`src/rtl/tone_pkg.sv`:
```
// tone_pkg: direction codes, FSM states and default timing for the tone link
package tone_pkg;

    typedef enum logic [2:0] {
        STRAIGHT = 3'b000,
        LEFT     = 3'b001,
        RIGHT    = 3'b010,
        BACK     = 3'b011,
        STOP     = 3'b100
    } dir_e;

    typedef enum logic [1:0] {
        IDLE,
        TONE,
        GAP
    } state_e;

    localparam int DEF_HP_STRAIGHT = 25_000;
    localparam int DEF_HP_LEFT     = 16_667;
    localparam int DEF_HP_RIGHT    = 12_500;
    localparam int DEF_HP_BACK     = 10_000;
    localparam int DEF_TONE_CYCLES = 25_000_000;
    localparam int DEF_GAP_CYCLES  = 25_000_000;

    function automatic int cw(input int v);
        return $clog2(v + 1);
    endfunction

    function automatic int max2(input int a, input int b);
        return a > b ? a : b;
    endfunction

endpackage

```
`src/rtl/tone_generator_if.sv`:
```
// tone_generator_if: command handshake and tone status bundle
interface tone_generator_if;
    logic       cmd_valid;
    logic [2:0] cmd_dir;
    logic       cmd_ready;
    logic       tone_out;
    logic       active;
    logic       done;

    modport master (
        output cmd_valid, cmd_dir,
        input  cmd_ready, tone_out, active, done
    );

    modport slave (
        input  cmd_valid, cmd_dir,
        output cmd_ready, tone_out, active, done
    );
endinterface

```
`src/rtl/tone_divider.sv`:
```
// tone_divider: half-period counter with toggle flop, starts high when enabled
module tone_divider #(
    parameter int W = 15
) (
    input  logic         clk,
    input  logic         rst,
    input  logic         en,
    input  logic [W-1:0] half_period,
    output logic         sq
);
    logic [W-1:0] cnt;
    logic         run;

    // first enabled edge drives sq high, then it toggles every half_period cycles
    always_ff @(posedge clk) begin
        if (rst || !en) begin
            cnt <= '0;
            sq  <= 1'b0;
            run <= 1'b0;
        end else if (!run) begin
            cnt <= '0;
            sq  <= 1'b1;
            run <= 1'b1;
        end else if (cnt == half_period - W'(1)) begin
            cnt <= '0;
            sq  <= ~sq;
        end else begin
            cnt <= cnt + W'(1);
        end
    end
endmodule

```
`src/rtl/tone_generator.sv`:
```
// tone_generator: turns a direction command into a timed square-wave burst plus silent gap
module tone_generator
    import tone_pkg::*;
#(
    parameter int HP_STRAIGHT = DEF_HP_STRAIGHT,
    parameter int HP_LEFT     = DEF_HP_LEFT,
    parameter int HP_RIGHT    = DEF_HP_RIGHT,
    parameter int HP_BACK     = DEF_HP_BACK,
    parameter int TONE_CYCLES = DEF_TONE_CYCLES,
    parameter int GAP_CYCLES  = DEF_GAP_CYCLES
) (
    input logic            clk,
    input logic            rst,
    tone_generator_if.slave bus
);
    localparam int HP_MAX = max2(max2(HP_STRAIGHT, HP_LEFT), max2(HP_RIGHT, HP_BACK));
    localparam int HW = cw(HP_MAX);
    localparam int TW = cw(TONE_CYCLES);
    localparam int GW = cw(GAP_CYCLES);

    state_e        state, state_n;
    logic [HW-1:0] hp, hp_sel;
    logic [TW-1:0] bcnt;
    logic [GW-1:0] gcnt;
    logic          start, burst_end, gap_end, done_q, sq;

    assign start     = state == IDLE && bus.cmd_valid && !bus.cmd_dir[2];
    assign burst_end = bcnt == TW'(TONE_CYCLES - 1);
    assign gap_end   = gcnt == GW'(GAP_CYCLES - 1);
    assign hp_sel    = bus.cmd_dir[1:0] == 2'd0 ? HW'(HP_STRAIGHT)
                     : bus.cmd_dir[1:0] == 2'd1 ? HW'(HP_LEFT)
                     : bus.cmd_dir[1:0] == 2'd2 ? HW'(HP_RIGHT)
                     : HW'(HP_BACK);

    // state register
    always_ff @(posedge clk) begin
        state <= rst ? IDLE : state_n;
    end

    // next state: STOP codes are consumed in IDLE without leaving it
    always_comb begin
        state_n = state;
        state_n = state == IDLE ? (start ? TONE : IDLE)
                : state == TONE ? (burst_end ? GAP : TONE)
                : (gap_end ? IDLE : GAP);
    end

    // status outputs decoded from the state register
    always_comb begin
        bus.cmd_ready = state == IDLE;
        bus.active    = state == TONE;
    end

    // half-period is captured at acceptance and frozen for the whole burst
    always_ff @(posedge clk) begin
        hp <= rst ? '0 : start ? hp_sel : hp;
    end

    // burst and gap counters run only in their own state
    always_ff @(posedge clk) begin
        bcnt <= (rst || state != TONE) ? '0 : bcnt + TW'(1);
        gcnt <= (rst || state != GAP) ? '0 : gcnt + GW'(1);
    end

    // done lands in the same cycle cmd_ready returns
    always_ff @(posedge clk) begin
        done_q <= !rst && state == GAP && gap_end;
    end

    tone_divider #(.W(HW)) u_div (
        .clk         (clk),
        .rst         (rst),
        .en          (state_n == TONE),
        .half_period (hp),
        .sq          (sq)
    );

    assign bus.tone_out = sq;
    assign bus.done     = done_q;
endmodule
```
`src/flat_wrapper.sv`:
```
// flat-port wrapper written by rule: the top's interface ports become plain ports
module tone_generator_flat import tone_pkg::*;
#(
    parameter int HP_STRAIGHT = DEF_HP_STRAIGHT,
    parameter int HP_LEFT     = DEF_HP_LEFT,
    parameter int HP_RIGHT    = DEF_HP_RIGHT,
    parameter int HP_BACK     = DEF_HP_BACK,
    parameter int TONE_CYCLES = DEF_TONE_CYCLES,
    parameter int GAP_CYCLES  = DEF_GAP_CYCLES
)
  (clk, rst, bus_cmd_valid, bus_cmd_dir, bus_cmd_ready, bus_tone_out, bus_active, bus_done);
  tone_generator_if bus_i ();
  input logic clk;
  input logic rst;
  input wire logic [$bits(bus_i.cmd_valid)-1:0] bus_cmd_valid;
  input wire logic [$bits(bus_i.cmd_dir)-1:0] bus_cmd_dir;
  output wire logic [$bits(bus_i.cmd_ready)-1:0] bus_cmd_ready;
  output wire logic [$bits(bus_i.tone_out)-1:0] bus_tone_out;
  output wire logic [$bits(bus_i.active)-1:0] bus_active;
  output wire logic [$bits(bus_i.done)-1:0] bus_done;
  assign bus_i.cmd_valid = bus_cmd_valid;
  assign bus_i.cmd_dir = bus_cmd_dir;
  assign bus_cmd_ready = bus_i.cmd_ready;
  assign bus_tone_out = bus_i.tone_out;
  assign bus_active = bus_i.active;
  assign bus_done = bus_i.done;
  tone_generator #(.HP_STRAIGHT(HP_STRAIGHT), .HP_LEFT(HP_LEFT), .HP_RIGHT(HP_RIGHT), .HP_BACK(HP_BACK), .TONE_CYCLES(TONE_CYCLES), .GAP_CYCLES(GAP_CYCLES)) u_core (.clk(clk), .rst(rst), .bus(bus_i));
endmodule
```
`config.mk`:
```
export PLATFORM = sky130hd
export DESIGN_NAME = tone_generator_flat
export DESIGN_NICKNAME = d
export VERILOG_FILES = /design/src/rtl/tone_pkg.sv /design/src/rtl/tone_generator_if.sv /design/src/rtl/tone_divider.sv /design/src/rtl/tone_generator.sv /design/src/flat_wrapper.sv
export SDC_FILE = /design/constraint.sdc
export NUM_CORES = 1
export LEC_CHECK = 0
export ABC_AREA = 1
export CAP_MARGIN = 5
export CORE_MARGIN = 2
export CORE_UTILIZATION = 60
export DETAILED_ROUTE_END_ITERATION = 10
export PLACE_DENSITY = 0.78
export SETUP_SLACK_MARGIN = 0.3
export SLEW_MARGIN = 20
export SYNTH_ARGS = -nofsm -noshare
export SYNTH_HDL_FRONTEND = slang
export SYNTH_SLANG_ARGS = --single-unit
```
`constraint.sdc`:
```
create_clock -name clk -period 2.2 [get_ports clk]
set_input_delay 0.33 -clock clk [delete_from_list [all_inputs] [get_ports clk]]
set_output_delay 0.33 -clock clk [all_outputs]
set_load 0.01 [all_outputs]
```
After elaboration in Yosys (flattened, before gate mapping)

Cells that the tools add are included.

Register bits after elaboration: 85
Input port bits: 6
Output and inout bits: 4
Logic and storage cells: 49

Add/subtract/negate cells: 4
Equality and inequality tests: 11
Mux-type cells: 11
Bitwise gates (word level): 2
Reduce and logical (&&, ||, !) cells: 13

Operator list:

| cell                    | count |
|---|---|
| $add A25 B1 Y25 const B | 2 |
| $eq A25 B25 Y1 const B  | 2 |
| $mux W15                | 2 |
| $add A15 B1 Y15 const B | 1 |
| $eq A15 B15 Y1          | 1 |
| $sub A15 B1 Y15 const B | 1 |
| $mux W13                | 1 |
| $mux W2                 | 4 |
| $eq A2 B1 Y1 const B    | 3 |
| $eq A2 B2 Y1 const B    | 2 |
| $logic_and A1 B1 Y1     | 4 |
| $logic_not A2 Y1        | 2 |
| $mux W1                 | 4 |
| $ne A2 B1 Y1 const B    | 2 |
| $logic_not A1 Y1        | 3 |
| $logic_or A1 B1 Y1      | 3 |
| $reduce_or A3 Y1        | 1 |
| $ne A2 B2 Y1 const B    | 1 |
| $not A1 Y1              | 2 |

Depth between registers and ports, before layout

Gate-level depths: netlist of the first run.

Depth after elaboration: 9
Mapped depth: 14

Hierarchy

Synthesis of the first run repeated with hierarchy kept, for this count alone.

Cell total of the unflattened synthesis: 660
Area, all modules: 4518.1 µm²

By module, submodules not included:

| module         | instances | cells each | area each (µm²) | seq. area each (µm²) |
|---|---|---|---|---|
| tone_generator | 1         | 449        | 3065.4          | 1241.2 |
| tone_divider   | 1         | 211        | 1452.6          | 340.3 |

Worst setup path after synthesis of the first run

OpenSTA, ideal clock, no wires.

Path kind: register to register
Start point: reg u_core.hp[1]
End point: reg u_core.u_div.cnt[2]
Setup time: 117 ps
Arrival: 1729 ps
Data required time: 2083 ps
Setup slack: 355 ps
Cell stages (with the launch flop): 13
Buffers on the path: 1
Period minus slack after synthesis: 1845 ps
Path through: dfxtp_1 inv_1 ha_1 nand2_1 nor2_1 nand3_1 nand3_1 nand3_1 nor2_2 nand3_2 nand3_4 buf_12 nor2_2

Cells in the longest elaborated chain, start to end: 3

RTL lines:

| what                              | RTL line             | text |
|---|---|---|
| start, declared                   | tone_generator.sv:22 | `logic [HW-1:0] hp, hp_sel;` |
| start signal, assigned            | tone_generator.sv:56 | `hp <= rst ? '0 : start ? hp_sel : hp;` |
| $sub A15 B1 Y15                   | tone_divider.sv:24   | `end else if (cnt == half_period - W'(1)) begin` |
| $eq A15 B15 Y1                    | tone_divider.sv:24   |  |
| $reduce_or A3 Y1 (no source line) | --                   |  |
| end signal, assigned              | tone_divider.sv:28   | `cnt <= cnt + W'(1);` |
| end, declared                     | tone_divider.sv:11   | `logic [W-1:0] cnt;` |

No other way between the ends.
A chain may end at the register's enable or synchronous reset.

Worst setup path after layout of the first run

Start point: reg u_core.bcnt[0]
End point: reg u_core.bcnt[22]

Cells in the longest elaborated chain, start to end: 1

RTL lines:

| what                   | RTL line             | text |
|---|---|---|
| start, declared        | tone_generator.sv:23 | `logic [TW-1:0] bcnt;` |
| start signal, assigned | tone_generator.sv:61 | `bcnt <= (rst \|\| state != TONE) ? '0 : bcnt + TW'(1);` |
| $add A25 B1 Y25        | tone_generator.sv:61 |  |

No other way between the ends.

==> results of run 1 <==
registers in the layout, summed over array words and instances, names as in the netlist:
name	count
u_core.hp	9
u_core.u_div.run	1
u_core.bcnt	25
u_core.u_div.sq	1
u_core.gcnt	25
u_core.state	2
u_core.bus.done	1
u_core.u_div.cnt	15
synth_stat cells (3+ instances only):
library cell | count | area, µm²
sky130_fd_sc_hd__nand2_1 | 93 | 349.1
sky130_fd_sc_hd__dfxtp_1 | 79 | 1582
sky130_fd_sc_hd__inv_1 | 77 | 289.0
sky130_fd_sc_hd__nor2_1 | 67 | 251.5
sky130_fd_sc_hd__nand3_1 | 40 | 200.2
sky130_fd_sc_hd__a21oi_1 | 38 | 190.2
sky130_fd_sc_hd__nor3_1 | 33 | 165.2
sky130_fd_sc_hd__o21ai_0 | 17 | 85.08
sky130_fd_sc_hd__nand4_1 | 15 | 93.84
sky130_fd_sc_hd__xor2_1 | 15 | 131.4
sky130_fd_sc_hd__nor2_2 | 13 | 81.33
sky130_fd_sc_hd__a211oi_1 | 7 | 52.55
sky130_fd_sc_hd__clkbuf_1 | 6 | 22.52
sky130_fd_sc_hd__ha_1 | 4 | 50.05
sky130_fd_sc_hd__nor3b_1 | 4 | 30.03
sky130_fd_sc_hd__nor4_1 | 4 | 25.02
sky130_fd_sc_hd__xnor2_1 | 4 | 35.03
sky130_fd_sc_hd__a31oi_1 | 3 | 18.77
sky130_fd_sc_hd__nor4_2 | 3 | 37.54
sky130_fd_sc_hd__o21a_1 | 3 | 22.52
logic make-up after synthesis:
kind of cell	Yosys count	synth area share, %
XOR/XNOR	19	4.300
AND/OR/NAND/NOR	282	34.34
flip-flops	79	40.87
AO/OA/AOI/OAI	72	10.44
adder cells (fa/ha/maj)	4	1.293
buffers and inverters	86	8.762
power by group through the flow:
stage | clock network (mW) | registers (mW) | logic, mW
CTS | 1.23 | 1.47 | 0.275
finish | 1.20 | 1.47 | 0.291
floorplan | 0 | 1.49 | 0.194
global route | 1.30 | 1.47 | 0.323
detailed placement | 0 | 1.50 | 0.258
global placement | 0 | 1.50 | 0.251
path summary, 6_finish.rpt:
check                                     from               to  slack, ns  cells past startpoint
worst max-delay path            u_core.bcnt[0]  u_core.bcnt[22]       0.39                     11
worst max register to register  u_core.bcnt[0]  u_core.bcnt[22]       0.39                     11
worst min-delay path            u_core.bcnt[0]   u_core.bcnt[0]       0.45                      1
worst min register to register  u_core.bcnt[0]   u_core.bcnt[0]       0.45                      1
metrics by stage:
| step | setup WS (ns) | util [%] | area (µm²) | total power, mW | hold slack (ns) |
|---|---|---|---|---|---|
| floorplan | 0.3546 | - | 3870 | 1.687 | 0.4175 |
| global placement | 0.2522 | 64.90 | 4074 | 1.748 | 0.4309 |
| detailed placement | 0.1483 | 64.90 | 4074 | 1.756 | 0.4387 |
| CTS | 0.3063 | 69.98 | 4393 | 2.967 | 0.4200 |
| global route | 0.2503 | 73.69 | 4626 | 3.091 | 0.4766 |
| finish | 0.3912 | 73.69 | 4626 | 2.961 | 0.4533 |
layer usage:
metal  routed length (µm)  up-vias  part of all wire [%]
met5                    0        -                     0
met4                  204        0                   2.3
met3                  279       21                   3.2
met2                 4406       81                    50
met1                 3955     1659                    45
li1                     -     1856                     -
what timing repair did:
action                                  CTS  global route
cloned                                    1             0
endpoints found under the setup margin   18            30
hold buffers                              0             0
setup buffers                             1            12
gates resized for setup                  17            44
pin swaps                                 4            15
layout make-up:
class / instances / area share (%)
Tap cell: 77 / 2.083
Clock inverter: 5 / 1.758
Inverter: 79 / 6.573
Clock buffer: 11 / 3.057
Multi-Input combinational cell: 378 / 46.63
Sequential cell: 79 / 34.41
Timing Repair Buffer: 30 / 5.491
worst max-delay path, delay by kind of cell (launching register included):
| kind | cells | cell delay, ns |
|---|---|---|
| flops | 1 | 0.37 |
| simple gates | 7 | 0.94 |
| buf+inv | 2 | 0.21 |
| fa+ha+maj | 1 | 0.14 |
| compound gates | 1 | 0.05 |
==> flow_results.org, run 1 <==
** Routing
- Summed over all layers, the routed wires come to 8845 µm.
- Mean number of vias per cell :: between 5 and 6
- Total number of vias :: 3,617
- Post-DR wirelength/cell :: 13.42 µm
- Pre-antenna DRT Iters :: 5
- Violation count after the first detailed-route iteration :: 242
- The detail route stage leaves a number of antenna-violating nets equal to 0.
- In the routed design, unresolved DRC markers number 0.

** Yosys
- Count of state elements after synthesis :: 79
- Averaged over all synthesized cells, the footprint is approximately 7 µm².
- Yosys mapped a number of flops with a built-in enable equal to 0.
- Among all flip-flop cells after synthesis, the most frequent one is sky130_fd_sc_hd__dfxtp_1.
- Register area share after synthesis :: between 40% and 50%
- Yosys synthesis warning count :: 0
- Counting flops with an async set or reset pin after synthesis yields a share of 0%.
- In this run, distinct cell masters in the synthesized netlist total 32.
- Post-synthesis instance total :: between 500 and 600
- Syn nets :: 552
- The mapped netlist covers 0.003870 mm².

** GRT
- The initial antenna violation count came to 0.
- Global routing finished with a remaining overflow of 0.
- For met1 alone, demand over resource in global routing was 31.78%.
- Global routing used 25.36% of the available tracks across all layers.
- Most Crowded Layer GR :: met2
- Entering global routing, the biggest net connects 14 pins.
- The first global-routing pass estimated 14,700 µm of wire.
- For this run, global-route usage on met2 was measured as 43.07%.
- GR met3 Demand/Resource :: 3.441%
- The number of global-route vias before repair is 3,359.

** CTS
- The clock drives 79 sinks.
- Clk_lat worst skew :: ~0.35 ns
- Counting the buffers created by CTS gives 9.
- TritonCTS built the clock tree.
- Maximum clock insertion buffer count :: 2
- CTS built an H-tree with a depth of 3.
- Clock slew at reported path FFs :: 0.09 ns
- CTS placed an instance of sky130_fd_sc_hd__clkbuf_8 at the clock tree root.

** Finish
- Leaving out fill and tap cells, the most frequent cell in the layout is sky130_fd_sc_hd__nand2_1.
- The filler cells instantiated in the layout total 488.
- After the last flow step, the layout net total stands at 587.
- Combined flip-flop and latch cell area :: 0.001592 mm²
- Count of inserted antenna diode cells :: 0
- Commonest cells after routing, fill and taps aside :: sky130_fd_sc_hd__nand2_1 (88), sky130_fd_sc_hd__inv_1 (73), sky130_fd_sc_hd__dfxtp_1 (73), sky130_fd_sc_hd__nor2_1 (52)
- Share of final-layout standard cells stronger than drive strength 1 :: 17.70%
- From synthesis to final layout, the design area changed by 19.53%.
- In the final layout, the multi-input gates occupy 0.002157 mm².
- The count of cells in the finished layout, fillers not included, comes to 659.

** Power and ir drop
- Summed over all nets, the switching power comes to between 0.7 and 0.8 mW.
- Internal power :: 2.228 mW
- Dividing total power by cell area gives a power density of about 640 mW/mm².
- Net switching is 24.78% of the power.
- Fraction of power consumed by combinational cells :: roughly a tenth
- Static Leakage :: 1.657 nW
- IR drop worst, VDD :: 0.0005328 V
- Sequential cells burn 49.6% of the power.
- Relative contribution of the clock network to total power :: 40.6%

** Timing
- Worst setup skew after layout :: 0.01318 ns
- Final Cycle Share :: 82.22%
- In this run the tightest slew margin relative to its limit is between 70% and 80%.
- Unrepaired setup endpoints after global routing :: true
- The final hold violation count came to 0.
- For the pin with the worst max-slew slack, the measured transition is between 0.4 and 0.5 ns.
- Adding up every negative setup slack in the final design gives 0 ns.
- The count of pins over their slew limit is 0.
- Maximum frequency from static timing analysis :: 552.9 MHz
- Tmin final :: approximately 1.8 ns
- Setup violations, final :: 0

** Floorplanning
- In this run the horizontal extent of the chip is roughly 84 µm.
- Std-Cell Core Area :: roughly 0.0063 mm²
- The floorplan step defined a die boundary enclosing 0.007108 mm².
- For this configuration, the core starts out at a cell density of 61.65%.
- Site row count :: 29
- Die extent in y :: 84.31 µm
- I/O pins :: 10

** Setup path
- Of all nets on the critical path, the largest fanout is 4.
- Most used cell along the critical path :: sky130_fd_sc_hd__nand2_1
- Worst stage delay on the critical path :: 0.37 ns
- Critical path launch point type :: flip-flop
- At the worst endpoint, the required time is between 2 and 2.5 ns.
- Crit-path slowest cell :: sky130_fd_sc_hd__dfxtp_2
- Critical Path End Type :: flip-flop
- Data arrival time of the critical path :: ~2.1 ns
- The worst setup path is of the reg2reg kind.
- Worst path cell trace :: ha_4, nand2_1, inv_2, nand4_1, nor2_4, nand3_4, nor3_4, buf_6, nand2_1, nand2_1, a21oi_1

** Placement
- RD Place Congestion :: 0.8502
- After legalization and detailed placement, the total HPWL measured approximately 6100 µm.
- The count of buffers added on input and output ports is 9.
- Post-placement cell count :: between 600 and 700

** Job
- Max Cap Viol :: 0

** Hold path
- Path type of the worst min-delay path :: reg2reg

** Outcome
- The run finished with clean final reports.
Note: power is estimated with default switching activity, not from simulation.
==> inputs of run 2 (changes only) <==
==> constraint.sdc (replaced) <==
create_clock -name clk -period 1.8 [get_ports clk]
set_input_delay 0.27 -clock clk [delete_from_list [all_inputs] [get_ports clk]]
set_output_delay 0.27 -clock clk [all_outputs]
set_load 0.01 [all_outputs]
==> flow_results.org, run 2 (synthesized netlist as in run 1, its figures left out) <==
** Power and ir drop
- Static Leakage :: 2.059 nW (+24%)
- Part of the power in registers :: 51.4% (+1.8 points)
- IR drop worst, VDD :: 0.0005152 V (-3.3%)
- Net switching fraction of the power :: 28.01% (+3.2 points)
- PD cells :: 629.1 mW/mm² (-1.7%)
- Total power :: 3.482 mW (+18%)
- The power spent charging and discharging nets was 0.9752 mW (+33%).
- The share of power burned in the clock network was 35.8% (-4.8 points).
- Internal power :: 2.507 mW (+13%)
- Fraction of power consumed by combinational cells :: 12.8% (+3.0 points)

** Setup path
- The setup path with the least slack is of type reg2reg.
- Data arrival time of the critical path :: 2.26 ns (+0.21 ns)
- Max Fanout on Critical Path :: 4 (unchanged)
- The data required time of the critical path is 2.05 ns (-0.39 ns).
- R2R Path Start :: u_core.bcnt[1]
- The worst register-to-register path ends at u_core.bcnt[18].
- Critical path launch point type :: flip-flop
- Critical Path End Type :: flip-flop
- The setup slack of the most critical reg-to-reg path was -0.21 ns (-0.60 ns).
- The cell count of the worst reg-to-reg path was 11 (unchanged).

** Hold path
- In this run the most critical hold path is launched from u_core.gcnt[0].
- Path type of the worst min-delay path :: reg2reg
- Worst Hold End :: u_core.gcnt[0]
- The number of stages on the worst hold path came to 1 (unchanged).

** CTS
- Clk_lat worst skew :: 0.37 ns (+0.02 ns)
- H-tree Lvls :: 3 (unchanged)
- The maximum buffer depth of the clock tree came to 2 (unchanged).
- Total of hold buffers inserted after clock tree synthesis :: 0 (unchanged)
- Number of clock sinks :: 79 (unchanged)
- Clock slew at reported path FFs :: 0.08 ns (about the same)
- Clk root buf :: sky130_fd_sc_hd__clkbuf_8
- Clock tree from TritonCTS :: built
- The number of buffers created by CTS was 9 (unchanged).

** Outcome
- The flow ran to the end, but the final reports show violations.
- The checks that failed: setup timing.

** Finish
- The library cells used most frequently in the layout, excluding fill and tap cells, are sky130_fd_sc_hd__nand2_1 (80), sky130_fd_sc_hd__inv_1 (66), sky130_fd_sc_hd__buf_4 (65), sky130_fd_sc_hd__dfxtp_1 (57), sky130_fd_sc_hd__nor2_1 (37).
- The fraction of final layout cells with drive strength greater than 1 is 38.34% (+21 points).
- The area growth from synthesis to layout is 43.03%.
- The final instance area is 0.005535 mm² (+20%).
- In the final layout, the registers with the most flip-flops are u_core.bcnt x25, u_core.gcnt x25, u_core.u_div.cnt x15.
- Final standard cell count with taps included and fillers excluded :: 716 (+8.6%)
- Leaving out fill and tap cells, the most frequent cell in the layout is sky130_fd_sc_hd__nand2_1.
- Combined area of the multi-input logic cells :: 0.002596 mm² (+20%)
- The number of diodes was 0 (unchanged).
- The net total in the final layout is 645 (+9.9%).
- Combined flip-flop and latch cell area :: 0.001632 mm² (+2.5%)
- Final-layout fill cell count :: 299 (-39%)

** Placement
- Placed standard-cell area :: 0.004353 mm² (+6.8%)
- Post-placement cell count :: 652 (+3.7%)
- The HPWL after detailed placement came to 6361 µm (+5.1%).
- The number of buffers inserted by port buffering is 9 (unchanged).
- The worst slack at placement was -0.05835 ns (-0.2066 ns).
- RD Place Congestion :: 0.8612 (+1.3%)

** Floorplanning
- The number of core rows is 29 (unchanged).
- The die boundary width is 84.31 µm (unchanged).
- The initial standard-cell utilization of the core is 61.65% (unchanged).
- The area of the core was 0.006277 mm² (unchanged).
- I/O pins :: 10 (unchanged)
- Die extent in y :: 84.31 µm (unchanged)
- The die area is 0.007108 mm² (unchanged).

** Timing
- Worst slew margin relative to its limit :: 69.96% (-1.0 points)
- The number of setup violations in the final report is 7 (+7).
- Tmin final :: 2.006 ns (+0.1971 ns)
- Fin worst setup slack :: -0.2060 ns (-0.5971 ns)
- The count of pins over their slew limit is 0 (unchanged).
- The final hold violation count was 0 (unchanged).
- Maximum frequency from static timing analysis :: 498.5 MHz (-9.8%)
- The share of the clock period used by the worst path after layout was 111.4% (+29 points).
- Least-Margin Pin Slew :: 0.4471 ns (+0.01482 ns)
- Unrepaired setup endpoints after global routing :: true
- The smallest hold slack came to 0.4632 ns (+0.009899 ns).
- The worst setup skew after layout came to 0.01283 ns (-0.0003450 ns).

** GRT
- The number of global-route vias before repair came to 3,683 (+9.6%).
- The total global routing overflow came to 0 (unchanged).
- Largest net degree at the start of global routing :: 13 (-1)
- Total routing resource utilization after global routing :: 29.27% (+3.9 points)
- Wire length of the first global-routing pass :: 16,720 µm (+14%)
- The initial antenna violation count is 0 (unchanged).

** Routing
- The via density per instance is 6.279 (+14%).
- The remaining antenna violation count after routing was 0 (unchanged).
- Total number of vias :: 4,496 (+24%)
- The number of DRC violations after detailed-routing iteration 0 came to 506 (+110%).
- WL final :: 14,250 µm (+61%)
- Post-DR wirelength/cell :: 19.91 µm (+48%)
- The number of optimization iterations in the first detailed-route pass is 6 (+1).
- DRC violation count after routing :: 0 (unchanged)

** Job
- The total of max-cap violations is 0 (unchanged).
[run 2: changes by cell type in the layout (fill, tap and decap cells not counted), sizes merged]
cell / change
clkdlybuf4s50: -3
bufinv: -2
clkinv: -1
clkbuf: +2
clkinvlp: +1
dlygate4sd2: +3
buf: +58
inv: -1
[run 2: cell type report]
cell class	instances	area share (%)
Multi-Input combinational cell	378	46.90
Sequential cell	79	29.48
Inverter	79	5.561
Timing Repair Buffer	88	13.16
Clock buffer	13	2.871
Clock inverter	2	0.2939
Tap cell	77	1.741
[run 2: metrics by stage]
stage	setup TNS, ns	util, %
after floorplan	0	-
after global placement	-0.003061	69.34
after detailed placement	-0.3154	69.34
after CTS	0	79.51
after global routing	-2.384	88.18
final	-0.4818	88.18
[run 2: worst max-delay path by stage]
stage,startpoint,end,cells after the start
2_1_floorplan,u_core.hp[1],u_core.u_div.cnt[2],14
3_3_place_gp,bus_cmd_valid,u_core.u_div.cnt[13],7
3_5_place_dp,bus_cmd_valid,u_core.hp[1],8
4_1_cts,u_core.hp[1],u_core.u_div.cnt[4],13
5_1_grt,u_core.bcnt[1],u_core.bcnt[18],11
6_report,u_core.bcnt[1],u_core.bcnt[18],11
[run 2: power by group through the flow]
stage / clock (mW) / combinational [mW] / sequential, mW
floorplan: 0 / 0.250 / 1.83
global placement: 0 / 0.335 / 1.83
detailed placement: 0 / 0.345 / 1.83
CTS: 1.20 / 0.367 / 1.79
global route: 1.31 / 0.485 / 1.79
finish: 1.25 / 0.446 / 1.79
[run 2: what timing repair did]
item / in CTS / in global routing
resized for setup: 63 / 116
endpoints found under the setup margin: 45 / 62
pin swaps: 28 / 34
setup buffers: 32 / 16
gates cloned: 1 / 0
[run 2: critical path, stage by stage (launching register included)]
cell	delay, ns
sky130_fd_sc_hd__dfxtp_4	0.38
sky130_fd_sc_hd__ha_4	0.14
sky130_fd_sc_hd__nand2_2	0.05
sky130_fd_sc_hd__inv_2	0.08
sky130_fd_sc_hd__nand4_1	0.13
sky130_fd_sc_hd__nor2_2	0.20
sky130_fd_sc_hd__nand3_4	0.13
sky130_fd_sc_hd__buf_4	0.16
sky130_fd_sc_hd__buf_6	0.11
sky130_fd_sc_hd__nor2_4	0.10
sky130_fd_sc_hd__a31oi_1	0.14
sky130_fd_sc_hd__nor3_1	0.27
[run 2: layer usage]
metal / wire (µm) / share of wire, % / GRT usage, %
met2: 6741 / 47 / 50.87
met4: 1048 / 7.4 / 14.22
met1: 5402 / 38 / 35.31
met3: 1059 / 7.4 / 4.523
met5: 0 / 0 / 0
==> inputs of run 3 (changes only) <==
--- a/config.mk
+++ b/config.mk
@@ -8,9 +8,9 @@
 export ABC_AREA = 1
 export CAP_MARGIN = 5
 export CORE_MARGIN = 2
-export CORE_UTILIZATION = 60
+export CORE_UTILIZATION = 50
 export DETAILED_ROUTE_END_ITERATION = 10
-export PLACE_DENSITY = 0.78
+export PLACE_DENSITY = 0.67
 export SETUP_SLACK_MARGIN = 0.3
 export SLEW_MARGIN = 20
 export SYNTH_ARGS = -nofsm -noshare
==> flow_results.org, run 3 (synthesized netlist as in run 1, its figures left out) <==
** Outcome
- Run status :: complete, no violations

** Setup path
- The worst setup path is of the reg2reg kind.
- Max Fanout on Critical Path :: 3 (-1)
- The worst setup path is launched from a flip-flop.
- CP required :: 2.05 ns (about the same)
- The arrival time at the worst endpoint came to 2.04 ns (-0.22 ns).
- STA classifies the critical path endpoint as a flip-flop.

** Power and ir drop
- Static Leakage :: 2.081 nW (+1.1%)
- Total power :: 3.487 mW (+0.15%)
- IR drop worst, VDD :: 0.0005430 V (+5.4%)
- The total power per unit cell area is 626.2 mW/mm² (-0.46%).

** GRT
- Vias in the first global route :: 3,649 (-0.92%)
- The pin count of the biggest net entering global routing is 14 (+1).
- Most Crowded Layer GR :: met2
- Wire length of the first global-routing pass :: 16,100 µm (-3.7%)
- The global-route usage over all layers is 23.60% (-5.7 points).
- Met2 Use GR :: 41.54% (-9.3 points)
- The global-route met3 utilization came to 3.862% (-0.66 points).
- Overflow after GRT :: 0 (unchanged)
- Initial antenna violation count :: 0 (unchanged)
- Global routing usage on met1 :: 28.56% (-6.7 points)

** Timing
- Unrepaired setup endpoints after global routing :: true
- Maximum frequency from static timing analysis :: 560.8 MHz (+12%)
- The final hold violation count is 0 (unchanged).
- The final setup TNS was 0 ns (+0.4818 ns).
- The worst setup skew after layout is 0.01060 ns (-0.002233 ns).
- Setup violations, final :: 0 (-7)
- The share of the clock period used by the worst path after layout came to 99.07% (-12 points).
- The final period demand of the worst path was 1.783 ns (-0.2227 ns).
- Least-Margin Pin Slew :: 0.5004 ns (+0.05322 ns)
- Max-slew violation count :: 0 (unchanged)
- The worst-case headroom to the max-slew limit was 66.39% (-3.6 points).

** CTS
- The source-to-sink clock delay at the later pin of the worst-skew pair came to 0.36 ns (about the same).
- Clock slew at reported path FFs :: 0.08 ns (about the same)
- Number of clock sinks :: 79 (unchanged)
- TritonCTS built the clock tree.
- The number of buffers created by CTS was 9 (unchanged).
- Clk root buf :: sky130_fd_sc_hd__clkbuf_8
- Total of hold buffers inserted after clock tree synthesis :: 0 (unchanged)
- The maximum buffer depth of the clock tree is 2 (unchanged).
- H-tree Lvls :: 3 (unchanged)

** Routing
- The detailed-route wire length per cell came to 14.54 µm (-27%).
- The overall routed net length came to 10,740 µm (-25%).
- DRC violation count after routing :: 0 (unchanged)
- Mean number of vias per cell :: 5.257 (-16%)
- Pre-antenna DRT Iters :: 4 (-2)
- The total via count in the routed design is 3,885 (-14%).
- The remaining antenna violation count after routing was 0 (unchanged).
- The number of DRC violations after detailed-routing iteration 0 is 158 (-69%).

** Placement
- The final RePlAce weighted congestion is 0.8575 (-0.43%).
- The HPWL after detailed placement was 6121 µm (-3.8%).
- Placed standard-cell area :: 0.004354 mm² (about the same)
- The number of buffers inserted by port buffering is 9 (unchanged).

** Floorplanning
- The die area was 0.008459 mm² (+19%).
- Die extent in y :: 91.98 µm (+9.1%)
- Site row count :: 32 (+10%)
- The initial standard-cell utilization of the core is 50.87% (-11 points).
- The I/O pin total was 10 (unchanged).
- Std-Cell Core Area :: 0.007607 mm² (+21%)
- Chip width :: 91.98 µm (+9.1%)

** Finish
- Count of inserted antenna diode cells :: 0 (unchanged)
- Commonest cells after routing, fill and taps aside :: sky130_fd_sc_hd__nand2_1 (75), sky130_fd_sc_hd__inv_1 (68), sky130_fd_sc_hd__dfxtp_1 (63), sky130_fd_sc_hd__buf_4 (60), sky130_fd_sc_hd__nor2_1 (42)
- Post-layout nets :: 643 (-0.31%)
- The count of fill cells added during filler insertion was 548 (+83%).
- The largest registers in the layout are u_core.bcnt x25, u_core.gcnt x25, u_core.u_div.cnt x15.
- Area Overhead vs Synth :: 43.91%
- Non-Filler Cell Area, Final :: 0.005569 mm² (+0.61%)
- The fraction of final layout cells with drive strength greater than 1 is 37.68% (-0.66 points).
- Leaving out fill and tap cells, the most frequent cell in the layout is sky130_fd_sc_hd__nand2_1.

** Hold path
- The min-delay analysis places its worst path in the category in2reg.

** Job
- The total of max-cap violations is 0 (unchanged).
==> run 3: final timing paths <==
kind	slack, ns	to	depth (start not counted)	from
max	0.02	u_core.bcnt[24]	11	u_core.bcnt[1]
min	0.42	u_core.u_div.run	5	bus_cmd_valid
max reg2reg	0.02	u_core.bcnt[24]	11	u_core.bcnt[1]
min reg2reg	0.45	u_core.bcnt[22]	2	u_core.bcnt[21]
==> run 3: layout make-up <==
cell class | instances | area, µm² | area share (%)
Multi-Input combinational cell | 378 | 2619 | 47.02
Sequential cell | 79 | 1612 | 28.94
Timing Repair Buffer | 86 | 730.7 | 13.12
Inverter | 79 | 301.5 | 5.415
Clock buffer | 11 | 131.4 | 2.359
Tap cell | 102 | 127.6 | 2.292
Clock inverter | 4 | 47.55 | 0.8537
==> run 3: report_power, final <==
group	internal (mW)	switching, mW
combinational	0.167	0.251
sequential	1.76	0.0257
clock	0.630	0.650
==> run 3: repair_timing <==
item,in CTS,in global routing
endpoints found under the setup margin,48,56
gates resized for setup,78,96
pin swaps,26,37
cloned,1,0
setup buffers,26,24
==> run 3: per-stage QoR <==
stage          cells  util [%]  setup WS, ns  hold slack [ns]
4_1_cts          715     66.17       0.06439           0.4505
2_1_floorplan    542         -        0.1668           0.3818
3_3_place_gp     673     57.24      -0.07683           0.4302
3_5_place_dp     673     57.24       -0.1104           0.4344
5_1_grt          739     73.21       -0.1123           0.4341
6_report         739     73.21       0.01672           0.4156
==> run 3: critical path: stages, from the launching register on <==
cell	delay [ns]
sky130_fd_sc_hd__dfxtp_2	0.37
sky130_fd_sc_hd__ha_4	0.14
sky130_fd_sc_hd__nand2_2	0.04
sky130_fd_sc_hd__inv_2	0.07
sky130_fd_sc_hd__nand4_1	0.17
sky130_fd_sc_hd__nor2_4	0.20
sky130_fd_sc_hd__nand3_4	0.11
sky130_fd_sc_hd__nor3_4	0.23
sky130_fd_sc_hd__nand3_2	0.11
sky130_fd_sc_hd__inv_2	0.09
sky130_fd_sc_hd__buf_6	0.09
sky130_fd_sc_hd__a21oi_2	0.04
==> run 3: layer usage <==
layer,wire length (µm),vias up
li1,-,1962
met1,4575,1808
met2,5434,87
met3,371,28
met4,361,0
met5,0,-
